$ cat src/rtl/wb_port_arbiter.sv
// Register-file write-port arbiter: memory load returns win over buffered execute writes,
// with a starvation counter that periodically forces the execute FIFO head out.
module wb_port_arbiter #(
  parameter int DEPTH        = 2,
  parameter int STARVE_LIMIT = 4
) (
  input  logic        clk,
  input  logic        rst,
  input  logic        flush,
  input  logic        exe_valid,
  output logic        exe_ready,
  input  logic        exe_kind,
  input  logic [4:0]  exe_addr,
  input  logic [31:0] exe_data,
  input  logic        mem_valid,
  output logic        mem_ready,
  input  logic [4:0]  mem_addr,
  input  logic [31:0] mem_data_in,
  output logic        wb_en,
  output logic [4:0]  wb_addr,
  output logic [1:0]  wb_sel,
  output logic [31:0] wb_mem_data,
  output logic [31:0] wb_alu_data,
  output logic [31:0] wb_pc_data,
  output logic        busy
);

  localparam int PW = $clog2(DEPTH);
  localparam int CW = $clog2(DEPTH + 1);
  localparam int SW = $clog2(STARVE_LIMIT + 1);
  localparam logic [CW-1:0] C_DEPTH = CW'(DEPTH);
  localparam logic [SW-1:0] C_LIMIT = SW'(STARVE_LIMIT);

  logic        r_kind_q [DEPTH];
  logic [4:0]  r_addr_q [DEPTH];
  logic [31:0] r_data_q [DEPTH];
  logic [PW-1:0] r_wptr, r_rptr;
  logic [CW-1:0] r_count;
  logic [SW-1:0] r_starve;

  logic        r_wb_en;
  logic [4:0]  r_wb_addr;
  logic [1:0]  r_wb_sel;
  logic [31:0] r_wb_mem_data, r_wb_alu_data, r_wb_pc_data;

  logic        w_empty, w_accept, w_mem_grant, w_pop, w_bypass, w_push, w_exe_issue;
  logic        w_iss_kind;
  logic [4:0]  w_iss_addr;
  logic [31:0] w_iss_data;

  // Flow control depends only on registered state so ready never loops back through valid.
  assign w_empty     = (r_count == '0);
  assign exe_ready   = (r_count < C_DEPTH);
  assign mem_ready   = (r_starve != C_LIMIT);
  assign busy        = !w_empty;

  assign w_accept    = exe_valid && exe_ready && !flush;
  assign w_mem_grant = mem_valid && mem_ready;
  assign w_pop       = !w_mem_grant && !w_empty && !flush;
  assign w_bypass    = !w_mem_grant && w_empty && w_accept;
  assign w_push      = w_accept && !w_bypass;
  assign w_exe_issue = w_pop || w_bypass;

  always_comb begin
    w_iss_kind = r_kind_q[r_rptr];
    w_iss_addr = r_addr_q[r_rptr];
    w_iss_data = r_data_q[r_rptr];
    if (w_empty) begin
      w_iss_kind = exe_kind;
      w_iss_addr = exe_addr;
      w_iss_data = exe_data;
    end
  end

  // FIFO payload storage carries no reset; validity is tracked by the pointers and count.
  always_ff @(posedge clk) begin
    if (w_push) begin
      r_kind_q[r_wptr] <= exe_kind;
      r_addr_q[r_wptr] <= exe_addr;
      r_data_q[r_wptr] <= exe_data;
    end
  end

  always_ff @(posedge clk or negedge rst) begin
    if (!rst) begin
      r_wptr   <= '0;
      r_rptr   <= '0;
      r_count  <= '0;
      r_starve <= '0;
    end else if (flush) begin
      r_wptr   <= '0;
      r_rptr   <= '0;
      r_count  <= '0;
      r_starve <= '0;
    end else begin
      if (w_push) r_wptr <= r_wptr + 1'b1;
      if (w_pop)  r_rptr <= r_rptr + 1'b1;
      case ({w_push, w_pop})
        2'b10:   r_count <= r_count + 1'b1;
        2'b01:   r_count <= r_count - 1'b1;
        default: r_count <= r_count;
      endcase
      if (w_empty || w_pop)   r_starve <= '0;
      else if (w_mem_grant)   r_starve <= r_starve + 1'b1;
    end
  end

  // Registered writeback outputs: one cycle from grant to wb_en.
  always_ff @(posedge clk or negedge rst) begin
    if (!rst) begin
      r_wb_en       <= 1'b0;
      r_wb_sel      <= 2'b00;
      r_wb_addr     <= '0;
      r_wb_mem_data <= '0;
      r_wb_alu_data <= '0;
      r_wb_pc_data  <= '0;
    end else if (w_mem_grant) begin
      r_wb_en       <= 1'b1;
      r_wb_sel      <= 2'b11;
      r_wb_addr     <= mem_addr;
      r_wb_mem_data <= mem_data_in;
    end else if (w_exe_issue) begin
      r_wb_en   <= 1'b1;
      r_wb_sel  <= w_iss_kind ? 2'b01 : 2'b10;
      r_wb_addr <= w_iss_addr;
      if (w_iss_kind) r_wb_pc_data  <= w_iss_data;
      else            r_wb_alu_data <= w_iss_data;
    end else begin
      r_wb_en  <= 1'b0;
      r_wb_sel <= 2'b00;
    end
  end

  assign wb_en       = r_wb_en;
  assign wb_sel      = r_wb_sel;
  assign wb_addr     = r_wb_addr;
  assign wb_mem_data = r_wb_mem_data;
  assign wb_alu_data = r_wb_alu_data;
  assign wb_pc_data  = r_wb_pc_data;

endmodule
$ cat config.mk
export PLATFORM = sky130hd
export DESIGN_NAME = wb_port_arbiter
export DESIGN_NICKNAME = d
export VERILOG_FILES = /design/src/rtl/wb_port_arbiter.sv
export SDC_FILE = /design/constraint.sdc
export NUM_CORES = 1
export LEC_CHECK = 0
export CORE_MARGIN = 3
export CORE_UTILIZATION = 49
export DETAILED_ROUTE_END_ITERATION = 16
export PLACE_DENSITY = 0.8
export SYNTH_ARGS = -nofsm -noshare
export SYNTH_HDL_FRONTEND = slang
export SYNTH_SLANG_ARGS = --single-unit
$ cat constraint.sdc
create_clock -name clk -period 6.11 [get_ports clk]
set_clock_uncertainty 0.15 [all_clocks]
set_input_delay 0.9165 -clock clk [delete_from_list [all_inputs] [get_ports clk]]
set_output_delay 0.9165 -clock clk [all_outputs]
set_load 0.02 [all_outputs]
==> results.ini, run 1 <==
[critical_path]
crit_top_cell = buf_4
r2r_slack_ns = 2.90
worstPathRequired_ns = 6.03
r2r_cells = 7
cp.buffers_inverters = 3
crit_path_cell_trace = clkdlybuf4s50_1 -> a21boi_4 -> buf_4 -> o21ai_0 -> nor3_2 -> buf_4
cp_top_family = buffers and inverters
arrival_ns = 3.45
slowest_delay_ns = 0.62
path_max_fanout = 46
crit_path_end_kind = flop
timing.rr.start = r_starve[0]$_DFFE_PN0P_
critPathKind = in2reg
rr_endpoint = r_data_q[0][27]$_DFFE_PP_
slowest_stage = nor3_2
critPathLaunchType = primary input

[timing]
setup_tns_ns = 0
hold_ws_ns = 0.3209
worst_pin_slew_ns = 1.173
finalCriticalPeriod_ns = 3.533
fmax_ghz = 0.2830
slew_headroom = 0.2180
min_period_over_period = 0.5782
slew_viol_final = 0
hold_viol_final = 0
setup_viol = 0
rsz0062_at_grt = false

[power]
power_density_nw_per_um2 = 357.8
power_switching_uw = 981.7
vdd_drop_max_mv = 0.1998
p_int_mw = 2.567
total_power_mw = 3.549
leakage_nw = 4.027
combPwrFrac = 0.258
switching_share = 0.2766
clockPowerShare = 0.289
seqPwrFrac = 0.453

[yosys]
yosys_warnings = 0
synthCells = 549
synth_flop_cell = dfrtp_1
yosysMostFrequentCell = nand2_1
yosysSeqAreaShare = 0.6862
ys_types = 31
ys_seq_elements = 187
synth_fp_nets = 631
avgSynthCellArea_um2 = 13.43
synth_area_leaders = dfrtp_1, edfxtp_1, mux2_2
synth_top_cell_by_area = dfrtp_1
synth_top_cell_area_share = 0.3767
async_flop_share = 0.5936
syn_area_um2 = 7373
yosys-top-cells-count = nand2_1, dfrtp_1, edfxtp_1
synth_edf_count = 76

[route]
routed_wl_um = 16210
drc = 0
drtIter0Drc = 336
vias = 4888
wl_per_cell_um = 17.49
drt-pass1-iter-count = 4
routed_via_density = 5.273
drtAntennaViolNets = 0

[global_route]
first_global_vias = 5131
grt_max_degree = 75
grt_pass1_wl_um = 26340
antenna_found_initial = 0
overflow = 0
grt_use_total = 0.2025

[layout]
antenna_cells = 0
area_growth_pct = 34.55
drive_above_1_share = 0.1386
num-nets-final = 812

[floorplan]
die_area_um2 = 16560
die_w_um = 128.7
rows = 44
start_util = 0.5035
boundaryPins = 187
core_area_um2 = 14640
die_y_um = 128.7

[place]
port_buffers = 186
hpwl_um = 10930
gp_congestion = 0.8178

[run_status]
status = finished clean

[min_path]
hold_path_startpoint = wb_mem_data[15]$_DFFE_PN0P_
holdPathEnd = wb_mem_data[15]$_DFFE_PN0P_
whs_path_depth = 2
hold_path.class = reg2reg

[clocking]
post-cts-setup-buffers = 0
cts_inserted_buffers = 17
cts_buffer_depth = 2
post_cts_resized = 0
clock_latency_ns = 0.41
tritoncts = yes
clock_sinks = 187
cts-htree-levels = 4
hold_buffers = 0
cts.clk_slew.worst_paths_ns = 0.06
clock_tree.root_cell = clkbuf_16

[run]
max_cap_viol_count = 0

power groups by stage:
stage | Combinational, mW | Clock, mW | Sequential [mW]
6_report | 0.915 | 1.03 | 1.61
5_1_grt | 0.975 | 1.10 | 1.63
4_1_cts | 0.928 | 1.05 | 1.61
3_5_place_dp | 0.925 | 0 | 1.63
3_3_place_gp | 0.903 | 0 | 1.62
2_1_floorplan | 0.236 | 0 | 1.82
routing by layer:
layer | part of all wire | track usage
met1 | 0.42 | 0.2673
met2 | 0.49 | 0.3241
met3 | 0.070 | 0.05645
met4 | 0.020 | 0.07350
met5 | 0 | 0
metrics by stage:
step | area (um^2) | utilization | cells | worst slack, ns
2_1_floorplan | 7373 | - | 549 | 1.042
3_3_place_gp | 9373 | 0.6400 | 895 | 2.321
3_5_place_dp | 9373 | 0.6400 | 895 | 2.155
4_1_cts | 9921 | 0.6775 | 927 | 2.594
5_1_grt | 9921 | 0.6775 | 927 | 2.447
6_report | 9921 | 0.6775 | 927 | 2.577
final cells by class:
| class | instances | area, um^2 |
|---|---|---|
| multi-input combinational | 327 | 2152 |
| fill | 1001 | 4723 |
| tap | 184 | 230.2 |
| clock inverter | 8 | 66.31 |
| sequential | 187 | 5061 |
| clock buffer | 24 | 481.7 |
| inverter | 4 | 17.52 |
| timing repair buffer | 193 | 1912 |
tightest hold or removal path: stages (launching register included):
cell	delay (ns)
dfrtp_1	0.34
nand2_1	0.05
nand2_1	0.05
kinds of logic after synthesis:
kind of cell               count (synthesis)  share of synthesized area
AOI/OAI and AO/OA                         54                    0.04073
xor gates and xnor gates                   3                   0.003564
adders and majority gates                  2                   0.003393
buffers and inverters                     35                    0.02511
DFF                                      187                     0.6862
muxes                                    103                     0.1517
and+or+nand+nor                          165                    0.08926
sequential cells by signal (all words and copies together) (netlist names):
register,flops
r_addr_q,10
r_count,2
r_data_q,64
r_kind_q,2
r_rptr,1
r_starve,3
r_wptr,1
wb_addr,5
wb_alu_data,32
wb_en,1
wb_mem_data,32
wb_pc_data,32
wb_sel,2
worst max path at each step:
stage	start	to	slack (ns)	depth (start not counted)
3_3_place_gp	mem_valid	r_data_q[0][26]$_DFFE_PP_	2.32	6
4_1_cts	mem_valid	r_data_q[0][21]$_DFFE_PP_	2.59	6
2_1_floorplan	mem_valid	r_addr_q[1][0]$_DFFE_PP_	1.04	3
6_report	mem_valid	r_data_q[0][27]$_DFFE_PP_	2.58	6
3_5_place_dp	mem_valid	r_data_q[0][26]$_DFFE_PP_	2.16	6
5_1_grt	mem_valid	r_data_q[0][21]$_DFFE_PP_	2.45	6
layout by cell type, fill, tap and decap left out, types with 2 or more instances in the layout:
master             n
o21ai_0           37
a21oi_1            9
inv_4              2
nand2_1          141
edfxtp_1          76
clkbuf_8           3
dfrtp_1          110
mux2_1             4
mux2_2            58
nor2_1            11
or3_2              2
clkinv_1           2
mux2i_1           39
xor2_1             2
a221oi_1           5
nor4_1             2
clkinv_2           3
mux2_4             2
clkbuf_1           4
ha_1               2
buf_4              8
clkdlybuf4s50_1  185
inv_1              3
clkbuf_16         17
(Power assumes the default switching activity.)
==> run 2: changes to the inputs <==
- clock period: 6.11 -> 3.3 ns (I/O delays scaled with it)
==> results.ini, run 2 (synthesis gave the netlist of run 1 again) <==
[run_status]
status = finished clean  ; unchanged

[min_path]
hold_path.class = reg2reg  ; unchanged
hold_path_startpoint = wb_mem_data[16]$_DFFE_PN0P_  ; was wb_mem_data[15]$_DFFE_PN0P_

[critical_path]
critPathKind = reg2reg  ; was in2reg
crit_start = r_starve[0]$_DFFE_PN0P_  ; was mem_valid
critPathLaunchType = flop  ; was primary input
timing.rr.start = r_starve[0]$_DFFE_PN0P_  ; unchanged
worstPathRequired_ns = 3.45  ; was 6.03 ns
path_max_fanout = 32  ; was 46
r2r_slack_ns = 0.75  ; was 2.90 ns
crit_path_end_kind = flop  ; unchanged
arrival_ns = 2.70  ; was 3.45 ns

[place]
port_buffers = 186  ; unchanged
post-place-ws_ns = 0.3643  ; was 2.155 ns
gp_congestion = 0.7862  ; was 0.8178
hpwl_um = 10920  ; was 10,930 um

[timing]
setup_viol = 0  ; unchanged
slew_headroom = 0.4122  ; was 0.2180
finalWorstSetupSlack_ns = 0.7522  ; was 2.577 ns
min_period_over_period = 0.7721
hold_viol_final = 0  ; unchanged
worst_pin_slew_ns = 0.8817  ; was 1.173 ns
fmax_ghz = 0.3925
finalCriticalPeriod_ns = 2.548
setup_tns_ns = 0  ; unchanged
hold_ws_ns = 0.3239  ; was 0.3209 ns
rsz0062_at_grt = false  ; unchanged
slew_viol_final = 0  ; unchanged

[route]
drc = 0  ; unchanged
drtAntennaViolNets = 0  ; unchanged
drtIter0Drc = 376  ; was 336
routed_via_density = 5.218  ; was 5.273
routed_wl_um = 16310  ; was 16,210 um
drt-pass1-iter-count = 4  ; unchanged
vias = 4853  ; was 4,888
wl_per_cell_um = 17.54  ; was 17.49 um

[clocking]
post_cts_resized = 0  ; unchanged
cts_buffer_depth = 2  ; unchanged
tritoncts = yes  ; unchanged
clock_tree.root_cell = clkbuf_16  ; unchanged
clock_latency_ns = 0.42  ; was 0.41 ns
cts.clk_slew.worst_paths_ns = 0.06  ; about the same
post-cts-setup-buffers = 0  ; unchanged
cts-htree-levels = 4  ; unchanged
clock_sinks = 187  ; unchanged
cts_inserted_buffers = 17  ; unchanged

[power]
combPwrFrac = 0.259  ; was 0.258
power_switching_mw = 1.844  ; was 981.7 uW
power_density_nw_per_um2 = 664.3  ; was 357.8 nW/um^2
leakage_nw = 4.076  ; was 4.027 nW
switching_share = 0.2771  ; was 0.2766
vdd_drop_max_mv = 0.3488  ; was 0.1998 mV
seqPwrFrac = 0.446  ; was 0.453
p_int_mw = 4.810  ; was 2.567 mW
clockPowerShare = 0.295  ; was 0.289

[global_route]
first_global_vias = 5221  ; was 5,131
grt_use_total = 0.2042  ; was 0.2025
grt_pass1_wl_um = 26360  ; was 26,340 um
antenna_found_initial = 0  ; unchanged
overflow = 0  ; unchanged
grt_max_degree = 75  ; unchanged

[layout]
area_growth_pct = 35.86  ; was 34.55%
final_common_cell = clkdlybuf4s50_1  ; unchanged
multi_input_area_um2 = 2165  ; was 2152 um^2
drive_above_1_share = 0.1461  ; was 0.1386
nFillCells = 1017  ; was 1,001
largest-register = r_data_q  ; unchanged
post-route-util = 0.6840  ; was 0.6775
antenna_cells = 0  ; unchanged
largest_reg_flops = 64  ; unchanged
mostFrequentLayoutCells = clkdlybuf4s50_1, nand2_1, dfrtp_1, edfxtp_1, mux2_2  ; unchanged
ff_latch_area_um2 = 5061  ; unchanged
num-nets-final = 815  ; was 812

[floorplan]
core_area_um2 = 14640  ; unchanged
die_area_um2 = 16560  ; unchanged
die_y_um = 128.7  ; unchanged
rows = 44  ; unchanged
die_w_um = 128.7  ; unchanged
start_util = 0.5035  ; unchanged
boundaryPins = 187  ; unchanged

[run]
max_cap_viol_count = 0  ; unchanged

## run 2: cell types whose count changed in the layout (fill, tap and decap cells not counted), sizes merged
cell	before	now
clkbuf	24	21
clkinv	5	8
buf	8	10
dlygate4sd3	0	1
## run 2: critical path, stage by stage, from the launching register on
cell	delay [ns]
dfrtp_1	0.37
inv_1	0.06
ha_1	0.24
a21boi_4	0.37
or3_2	0.79
mux2_2	0.43
## run 2: layout make-up
cell class	instances	area share
clock buffers	21	0.04921
clock inverters	11	0.008868
inverters	4	0.001749
multi-input cells	327	0.2161
flip-flops and latches	187	0.5052
well taps	184	0.02298
repair buffers	196	0.1959
## run 2: timing repair
action | 4_1_cts | 5_1_grt
setup endpoints to repair | 0 | 0
hold endpoints to repair | 50 | 0
hold buffers | 1 | 0
## run 2: worst paths after layout
kind / to / cells past startpoint
max: wb_pc_data[1]$_DFFE_PN0P_ / 5
min: wb_mem_data[16]$_DFFE_PN0P_ / 2
max reg2reg: wb_pc_data[1]$_DFFE_PN0P_ / 5
min reg2reg: wb_mem_data[16]$_DFFE_PN0P_ / 2
max in group asynchronous: r_rptr$_DFFE_PN0P_ / 3
min in group asynchronous: wb_pc_data[16]$_DFFE_PN0P_ / 2
## run 2: per-stage QoR
| stage | cell area (um^2) | cells | power [mW] |
|---|---|---|---|
| 3_3_place_gp | 9425 | 897 | 4.688 |
| 5_1_grt | 10020 | 930 | 6.942 |
| 4_1_cts | 10020 | 930 | 6.725 |
| 2_1_floorplan | 7396 | 549 | 3.815 |
| 3_5_place_dp | 9425 | 897 | 4.747 |
| 6_report | 10020 | 930 | 6.655 |
## run 2: power groups by stage
stage / Clock (mW) / Combinational, mW / Sequential (mW)
after CTS: 2.01 / 1.74 / 2.97
after global placement: 0 / 1.69 / 2.99
final: 1.96 / 1.72 / 2.97
after floorplan: 0 / 0.439 / 3.38
after global routing: 2.10 / 1.83 / 3.01
after detailed placement: 0 / 1.73 / 3.01
## run 2: routing by layer
layer	vias up	track usage	share of wire
met5	-	0	0
met3	14	0.07347	0.078
met1	2392	0.2495	0.40
li1	2280	-	-
met2	167	0.3427	0.51
met4	0	0.06115	0.013
==> run 3: changes to the inputs <==
- clock period: 3.3 -> 2.5 ns (I/O delays scaled with it)
==> results.ini, run 3 (synthesis gave the netlist of run 1 again) <==
[route]
drtAntennaViolNets = 0  ; unchanged
routed_via_density = 5.259  ; was 5.218
routed_wl_um = 16830  ; was 16,310 um
drtIter0Drc = 423  ; was 376
drt-pass1-iter-count = 4  ; unchanged
wl_per_cell_um = 17.94  ; was 17.54 um
vias = 4933  ; was 4,853
drc = 0  ; unchanged

[power]
vdd_drop_max_mv = 0.4979  ; was 0.3488 mV
leakage_nw = 4.155  ; was 4.076 nW
power_density_nw_per_um2 = 884.2  ; was 664.3 nW/um^2

[critical_path]
cp_top_family = buffers and inverters  ; was simple AND/OR/NAND/NOR gates
crit_path_end_kind = output pin  ; was flop
worst-path-stages = 3  ; was 5
cp.buffers_inverters = 2  ; was 1
crit_path_cell_trace = nor2_4 -> inv_4 -> clkdlybuf4s50_1  ; was inv_1 -> ha_1 -> a21boi_4 -> or3_2 -> mux2_2
worstPathRequired_ns = 1.98  ; was 3.45 ns
r2r_cells = 6  ; was 5
slowest_delay_ns = 0.62  ; was 0.79 ns
path_max_fanout = 9  ; was 32
critPathKind = reg2out  ; was reg2reg
critPathLaunchType = flop  ; unchanged
arrival_ns = 1.81  ; was 2.70 ns
slowest_stage = clkdlybuf4s50_1  ; was or3_2

[timing]
setup_viol = 0  ; unchanged
fmax_ghz = 0.4285
hold_ws_ns = 0.2697  ; was 0.3239 ns
slew_viol_final = 0  ; unchanged
min_period_over_period = 0.9335
finalCriticalPeriod_ns = 2.334
setup_tns_ns = 0  ; unchanged
worst_pin_slew_ns = 0.6916  ; was 0.8817 ns
hold_viol_final = 0  ; unchanged
slew_headroom = 0.5390  ; was 0.4122
rsz0062_at_grt = false  ; unchanged

[clocking]
hold_buffers = 1  ; unchanged
cts-htree-levels = 4  ; unchanged
post_cts_resized = 0  ; unchanged
cts.clk_slew.worst_paths_ns = 0.06  ; about the same
post-cts-setup-buffers = 0  ; unchanged
cts_inserted_buffers = 17  ; unchanged
tritoncts = yes  ; unchanged
cts_buffer_depth = 2  ; unchanged
clock_latency_ns = 0.43  ; was 0.42 ns
clock_sinks = 187  ; unchanged
clock_tree.root_cell = clkbuf_16  ; unchanged

[layout]
mostFrequentLayoutCells = clkdlybuf4s50_1, nand2_1, dfrtp_1, edfxtp_1, mux2_2  ; unchanged
drive_above_1_share = 0.1592  ; was 0.1461
area_growth_pct = 38.04  ; was 35.86%
final_common_cell = clkdlybuf4s50_1  ; unchanged
largest_reg_flops = 64  ; unchanged
nFillCells = 985  ; was 1,017
antenna_cells = 0  ; unchanged
num-nets-final = 823  ; was 815
largest-register = r_data_q  ; unchanged

[run]
max_cap_viol_count = 0  ; unchanged

[floorplan]
boundaryPins = 187  ; unchanged
die_w_um = 128.7  ; unchanged
die_area_um2 = 16560  ; unchanged
core_area_um2 = 14640  ; unchanged
die_y_um = 128.7  ; unchanged
rows = 44  ; unchanged
start_util = 0.5035  ; unchanged

[place]
hpwl_um = 11350  ; was 10,920 um
gp_congestion = 0.7742  ; was 0.7862
port_buffers = 186  ; unchanged

[global_route]
grt_pass1_wl_um = 26880  ; was 26,360 um
grt_use_total = 0.2099  ; was 0.2042
grt_max_degree = 75  ; unchanged
overflow = 0  ; unchanged
first_global_vias = 5146  ; was 5,221
antenna_found_initial = 0  ; unchanged

[run_status]
status = finished clean  ; unchanged

[min_path]
hold_path.class = in2async  ; was reg2reg

[run 3: layout make-up]
cell class	count	area, um^2	area share
repair buffers	204	2059	0.2023
clock buffers	25	560.5	0.05507
clock inverters	7	68.82	0.006761
inverters	4	17.52	0.001721
well taps	184	230.2	0.02262
multi-input cells	327	2181	0.2143
flip-flops and latches	187	5061	0.4972
[run 3: report_power, final]
group	switching, mW	internal, mW	total (mW)
sequential	0.259	3.66	3.92
clock	1.11	1.67	2.78
combinational	1.11	1.19	2.30
[run 3: path summary, 6_finish.rpt]
check / startpoint / slack [ns] / to
max: r_count[0]$_DFFE_PN0P_ / 0.17 / busy
min: rst / 0.27 / wb_pc_data[6]$_DFFE_PN0P_
max reg2reg: r_count[0]$_DFFE_PN0P_ / 0.27 / wb_pc_data[26]$_DFFE_PN0P_
min reg2reg: wb_mem_data[25]$_DFFE_PN0P_ / 0.33 / wb_mem_data[25]$_DFFE_PN0P_
max in group asynchronous: rst / 1.29 / wb_pc_data[22]$_DFFE_PN0P_
min in group clk: mem_data_in[5] / 0.32 / wb_mem_data[5]$_DFFE_PN0P_
[run 3: stage by stage]
stage	total power [mW]	worst slack (ns)	instance area (um^2)	utilization	instances
3_5_place_dp	6.298	0.06729	9539	0.6514	905
2_1_floorplan	5.040	-0.03501	7425	-	549
3_3_place_gp	6.209	0.1176	9539	0.6514	905
4_1_cts	9.086	0.1540	10180	0.6951	938
5_1_grt	9.379	0.09537	10180	0.6951	938
6_report	9.000	0.1661	10180	0.6951	938
[run 3: routing by layer]
metal  global-route usage  routed length, um  part of all wire  vias up
li1                     -                  -                 -     2296
met1               0.2712               7064              0.42     2454
met2               0.3500               8608              0.51      168
met3              0.05729               1006             0.060       15
met4              0.06177                149            0.0089        0
met5                    0                  0                 0        -
